--- src/rtl/ddf_pkg.sv ---
// Shared definitions for the dynamic-dataflow actors: per-flow state
// encoding, a constant clog2, and the flat (flow, port) lane index helper.
package ddf_pkg;

    typedef enum logic {
        S_WAIT_SEL = 1'b0,
        S_ROUTE    = 1'b1
    } state_t;

    function automatic int clog2(input int v);
        int r;
        r = 0;
        while ((1 << r) < v) r++;
        return r;
    endfunction

    // Bit position of (flow f, port p) in the out_full / out_wr vectors.
    function automatic int lane_idx(input int f, input int p, input int ports);
        return f * ports + p;
    endfunction

endpackage

--- src/rtl/switch_ddf_rr_arb.sv ---
// Round-robin grant for one output port across N requesting flows.
// The pointer only moves when two or more flows competed in a cycle;
// it then lands one past the winner so the winner goes last next time.
module switch_ddf_rr_arb
    import ddf_pkg::*;
#(
    parameter int N = 2
) (
    input  logic         ck,
    input  logic         rst,
    input  logic [N-1:0] req,
    output logic [N-1:0] gnt
);

    localparam int PW = (N > 1) ? clog2(N) : 1;

    logic [PW-1:0] ptr_q;
    logic [PW-1:0] ptr_d;

    // First requester at or above the pointer (wrapping) wins; count competitors
    always_comb begin
        int  idx;
        int  cnt;
        int  win;
        logic found;
        gnt   = '0;
        idx   = 0;
        cnt   = 0;
        win   = int'(ptr_q);
        found = 1'b0;
        for (int i = 0; i < N; i++) begin
            idx = int'(ptr_q) + i;
            if (idx >= N) idx -= N;
            if (req[idx]) begin
                cnt++;
                if (!found) begin
                    found    = 1'b1;
                    gnt[idx] = 1'b1;
                    win      = idx;
                end
            end
        end
        ptr_d = ptr_q;
        if (cnt > 1) ptr_d = (win + 1 >= N) ? '0 : PW'(win + 1);
    end

    // Pointer register
    always_ff @(posedge ck or posedge rst) begin
        if (rst) ptr_q <= '0;
        else     ptr_q <= ptr_d;
    end

endmodule

--- src/rtl/switch_ddf_ms.sv ---
// Multi-stream dynamic-dataflow SWITCH: each flow pops a control token,
// then routes its next data token to the output port the token selects.
// Optional SWITCH_DDF_RANGE_CHECK_EN: out-of-range selectors raise a sticky
// err and their data token is dropped instead of stalling the flow.
module switch_ddf_ms
    import ddf_pkg::*;
#(
    parameter int WIDTH = 8,
    parameter int FLUX  = 2,
    parameter int PORTS = 2
) (
    input  logic                    ck,
    input  logic                    rst,
    input  logic [FLUX-1:0]         sel_empty,
    output logic [FLUX-1:0]         sel_read,
    input  logic [FLUX*WIDTH-1:0]   sel_data,
    input  logic [FLUX-1:0]         in_empty,
    output logic [FLUX-1:0]         in_read,
    input  logic [FLUX*WIDTH-1:0]   in_data,
    input  logic [PORTS*FLUX-1:0]   out_full,
    output logic [PORTS*FLUX-1:0]   out_wr,
    output logic [PORTS*WIDTH-1:0]  out_data
`ifdef SWITCH_DDF_RANGE_CHECK_EN
    ,
    output logic                    err
`endif
);

    localparam int SELW = clog2(PORTS);

    state_t                    state_q [FLUX];
    state_t                    state_d [FLUX];
    logic [WIDTH-1:0]          sel_q   [FLUX];
    logic [WIDTH-1:0]          sel_d   [FLUX];
    logic [SELW-1:0]           tgt     [FLUX];
    logic [FLUX-1:0]           tgt_ok;
    logic [FLUX-1:0]           drop;
    logic [FLUX-1:0]           fire;
    logic [FLUX-1:0]           done;
    logic [PORTS-1:0][FLUX-1:0] req;
    logic [PORTS-1:0][FLUX-1:0] gnt;

    // Decode each latched selector into a target port and its validity
    always_comb begin
        for (int f = 0; f < FLUX; f++) begin
            tgt[f] = sel_q[f][SELW-1:0];
`ifdef SWITCH_DDF_RANGE_CHECK_EN
            tgt_ok[f] = int'(sel_q[f]) < PORTS;
            drop[f]   = (state_q[f] == S_ROUTE) && !tgt_ok[f] && !in_empty[f];
`else
            // Truncated selector beyond the last port never requests: flow stalls.
            tgt_ok[f] = int'(tgt[f]) < PORTS;
            drop[f]   = 1'b0;
`endif
        end
    end

    // A flow requests its target port when it has data and the port has room
    always_comb begin
        req = '0;
        for (int f = 0; f < FLUX; f++)
            for (int p = 0; p < PORTS; p++)
                if (int'(tgt[f]) == p)
                    req[p][f] = (state_q[f] == S_ROUTE) && tgt_ok[f] && !in_empty[f]
                                && !out_full[lane_idx(f, p, PORTS)];
    end

    genvar gp;
    generate
        for (gp = 0; gp < PORTS; gp++) begin : g_arb
            switch_ddf_rr_arb #(.N(FLUX)) u_arb (
                .ck  (ck),
                .rst (rst),
                .req (req[gp]),
                .gnt (gnt[gp])
            );
        end
    endgenerate

    // Output strobes and data muxing from the grants; sel_read reloads on a fire
    always_comb begin
        fire     = '0;
        done     = '0;
        out_wr   = '0;
        out_data = '0;
        in_read  = '0;
        sel_read = '0;
        for (int p = 0; p < PORTS; p++)
            for (int f = 0; f < FLUX; f++)
                if (gnt[p][f]) begin
                    fire[f]                          = 1'b1;
                    out_wr[lane_idx(f, p, PORTS)]    = 1'b1;
                    out_data[p*WIDTH +: WIDTH]       = in_data[f*WIDTH +: WIDTH];
                end
        for (int f = 0; f < FLUX; f++) begin
            done[f]     = fire[f] | drop[f];
            in_read[f]  = done[f];
            sel_read[f] = !rst && !sel_empty[f] && ((state_q[f] == S_WAIT_SEL) || done[f]);
        end
    end

    // Next state: a control pop always leads to ROUTE; a fire without one returns to WAIT
    always_comb begin
        for (int f = 0; f < FLUX; f++) begin
            state_d[f] = state_q[f];
            sel_d[f]   = sel_q[f];
            if (sel_read[f]) begin
                state_d[f] = S_ROUTE;
                sel_d[f]   = sel_data[f*WIDTH +: WIDTH];
            end else if (done[f]) begin
                state_d[f] = S_WAIT_SEL;
            end
        end
    end

    // Per-flow state and selector registers
    always_ff @(posedge ck or posedge rst) begin
        if (rst) begin
            for (int f = 0; f < FLUX; f++) begin
                state_q[f] <= S_WAIT_SEL;
                sel_q[f]   <= '0;
            end
        end else begin
            for (int f = 0; f < FLUX; f++) begin
                state_q[f] <= state_d[f];
                sel_q[f]   <= sel_d[f];
            end
        end
    end

`ifdef SWITCH_DDF_RANGE_CHECK_EN
    logic [FLUX-1:0] bad;

    // Any routing flow holding an out-of-range selector is an error
    always_comb begin
        for (int f = 0; f < FLUX; f++)
            bad[f] = (state_q[f] == S_ROUTE) && !tgt_ok[f];
    end

    // Sticky error flag
    always_ff @(posedge ck or posedge rst) begin
        if (rst)       err <= 1'b0;
        else if (|bad) err <= 1'b1;
    end
`else
    logic unused_sel;

    // Upper selector bits are deliberately ignored in the truncating build
    always_comb begin
        unused_sel = 1'b0;
        for (int f = 0; f < FLUX; f++) unused_sel = unused_sel ^ (^sel_q[f]);
    end
`endif

endmodule

--- config.mk ---
export PLATFORM = sky130hd
export DESIGN_NAME = switch_ddf_ms
export DESIGN_NICKNAME = d
export VERILOG_FILES = /design/src/rtl/ddf_pkg.sv /design/src/rtl/switch_ddf_rr_arb.sv /design/src/rtl/switch_ddf_ms.sv
export SDC_FILE = /design/constraint.sdc
export NUM_CORES = 1
export LEC_CHECK = 0
export ABC_CLOCK_PERIOD_IN_PS = 3100
export CAP_MARGIN = 20
export CORE_MARGIN = 2
export CORE_UTILIZATION = 23
export DETAILED_ROUTE_END_ITERATION = 7
export MAX_ROUTING_LAYER = met4
export PLACE_DENSITY = 0.75
export SLEW_MARGIN = 30
export SYNTH_ARGS = -nofsm -noshare
export SYNTH_HDL_FRONTEND = slang
export SYNTH_HIERARCHICAL = 1
export SYNTH_SLANG_ARGS = --single-unit
--- constraint.sdc ---
create_clock -name ck -period 3.1 [get_ports ck]
set_input_delay 0.93 -clock ck [delete_from_list [all_inputs] [get_ports ck]]
set_output_delay 0.93 -clock ck [all_outputs]
set_load 0.03 [all_outputs]
==> out/metrics.csv <==
metric;value;unit
status;finished with violations;
violated checks;negative setup slack;
Reg-to-Reg Start;sel_q[0];
placed cells;166;
post-synthesis sequential area ratio;27.5;%
nets@finish;198;
total power;0.943;mW
pre-CTS setup slack;-0.542;ns
r2r endpoint;sel_q[0];
Layout area overhead;217;%
Post-DP Area;1390;sq um
setup TNS;-0.0242;ns
die extent in x;52.7;um
ant diodes;0;
PortBufs;51;
Worst Hold Class;reg2reg;
Hold Startpoint;g_arb[0].u_arb/ptr_q;
Setup CP Type;in2out;
vias in the first global route;926;
worst path required time;2.17;ns
pin count of the biggest net entering global routing;11;
share of the synthesized area in the top cell type;27.5;%
skew final;0.000571;ns
FMAX;322;MHz
M2 GR Usage;41.7;%
met1 GRT Util;20.5;%
hpwl dp;1.86;mm
Unique masters post-synth;17;
maxcap violations;0;
final worst slack;-0.00561;ns
Worst Tran Pin Value;0.319;ns
first-pass GRT wire length;4.33;mm
RePlAce Congestion;0.688;
root buffer cell;clkbuf_4;
synthesized cell area;546;sq um
Skew-Pair Late Insertion Delay;0.25;ns
Detail Route Antenna Nets;0;
initial antenna violation count;0;
GRT Util Overall;21.9;%
via count;888;
fill count;149;
Row Count;17;
syn avg cell area;7.27;sq um
Synth Instances;75;
final setup violation count;7;
# clock sinks;6;
DR DRC count;0;
R2R depth;8;
GRT Max-Usage Layer;met2;
DR vias/cell;4.88;
hold worst-path end;g_arb[0].u_arb/ptr_q;
Yosys reg bits;6;
Worst-path clk slew;0.04;ns
Leak;0.837;nW
I/O Pins;66;
drt pass-1 iters;2;
EDFF count, synth;0;
Tmin final;3.11;ns
GR Util met3;5.14;%
top post-synthesis cells by area;dfrtp_1 (28%), nand2_1 (17%), o21ai_0 (10%);
Pwr per Cell Area;545;nW/um^2
Routed WL per cell;14.7;um
max-slew violations;0;
maximum clock path buffer count;2;
Die ar.;2780;sq um
CP max FO;6;
Post-Synthesis Net Count;117;
fraction of layout cells with a size suffix above 1;66.2;%
core box area;2230;sq um
H-tree depth;1;
Synth area leader;dfrtp_1;
grt ovf;0;
Post-synth ARST share;100;%
unrepaired setup endpoints after global routing;true;
WHS Path Cells;1;
Hold Vio Cnt, Final;0;
CP endpoint kind;output pin;
Initial Utilization;24.4;%
Total Routed Length;2.68;mm
Ys Warns;6;
CTS tree;yes;
Die Y;52.7;um
synth cell count leaders;nand2_1 (24), o21ai_0 (11), inv_1 (7), a22o_1 (6), dfrtp_1 (6);
CTS buffer count;3;
top_reg_cell synth;dfrtp_1;
Finished Cell Area;1730;sq um
WP data arrival;2.18;ns
most common cell in the synthesized netlist;nand2_1;
fin crit share;100;%
DRT iter0 DRCs;5;
peak supply drop;0.000376;V
FF-to-FF setup slack;0.95;ns
final std cells w/o fill;182;
crit start category;input pin;
max-slew headroom at the worst pin;78.6;%
==> how the worst max path moves through the flow <==
stage,startpoint,endpoint,cells after the start
2_1_floorplan,out_full[2],sel_read[1],4
3_3_place_gp,in_empty[1],out_data[13],7
3_5_place_dp,in_empty[0],out_data[8],6
4_1_cts,out_full[3],sel_read[1],6
5_1_grt,in_empty[1],sel_read[1],6
6_report,in_empty[1],out_data[8],6
==> repair_timing <==
item / in CTS / in global routing
endpoints found under the hold margin: 0 / 0
endpoints found under the setup margin: 24 / 20
hold buffers: 0 / 0
pin swaps: 17 / 15
gates cloned: 2 / 0
gates resized for setup: 73 / 15
buffers inserted: 11 / 4
==> metrics by stage <==
| step | hold WS, ns | utilization (%) |
|---|---|---|
| after detailed placement | 0.544 | 62.3 |
| final | 0.551 | 77.5 |
| after CTS | 0.554 | 76.6 |
| after global placement | 0.533 | 62.3 |
| after global routing | 0.596 | 77.5 |
| after floorplan | 0.517 | - |
==> worst max-delay path: stages <==
cell and delay [ns]:
buf_8 0.10, nor4bb_4 0.31, a21boi_4 0.34, nor2b_4 0.12, a22o_4 0.23, buf_6 0.13
==> cells by family (layout without fill, tap and decap cells) <==
kind of cell	after synthesis	count (layout)	synth area share, %
and+or+nand+nor	31	31	26.8
AOI/OAI and AO/OA	24	24	30.7
buffers and inverters	10	89	7.57
DFF	6	6	27.5
xor gates and xnor gates	2	2	3.21
muxes	2	2	4.13
==> sequential cells by signal (all words and copies together) (netlist names) <==
signal	flops
g_arb.u_arb/ptr_q	2
sel_q	2
state_q	2
==> where the power goes <==
part | switching [mW] | internal, mW | total (mW)
registers | 0.0557 | 0.116 | 0.172
logic | 0.328 | 0.371 | 0.698
clock network | 0.0290 | 0.0438 | 0.0729
total | 0.412 | 0.531 | 0.943
==> placed cells by master, fill, tap and decap left out, types with 2 or more instances in the layout <==
| cell | instances |
|---|---|
| dfrtp_1 | 6 |
| o21ai_4 | 6 |
| buf_4 | 23 |
| nor4b_4 | 2 |
| a21boi_4 | 4 |
| nand2_4 | 8 |
| nor2_4 | 2 |
| o21ai_0 | 2 |
| buf_12 | 2 |
| buf_6 | 28 |
| nor4bb_4 | 2 |
| xnor2_1 | 2 |
| mux2_1 | 2 |
| clkbuf_4 | 3 |
| clkdlybuf4s50_1 | 21 |
| a22o_4 | 6 |
| nand2_2 | 3 |
| buf_8 | 4 |
| a211oi_4 | 2 |
| o21ai_2 | 4 |
| nand2_1 | 13 |
| inv_1 | 6 |
==> layout make-up <==
type / count / area, sq um / area share, %
timing repair buffer: 79 / 803 / 46.4
inverter: 7 / 26.3 / 1.52
clock buffer: 3 / 22.5 / 1.30
multi-input combinational: 59 / 694 / 40.1
sequential: 6 / 150 / 8.67
tap: 28 / 35.0 / 2.02
==> per-layer routing <==
metal | vias up | routed length, um
met3 | 3 | 260
met5 | - | 0
li1 | 421 | -
met1 | 416 | 996
met4 | 0 | 31
met2 | 48 | 1400
No activity file was read; power rests on OpenSTA's default activity.
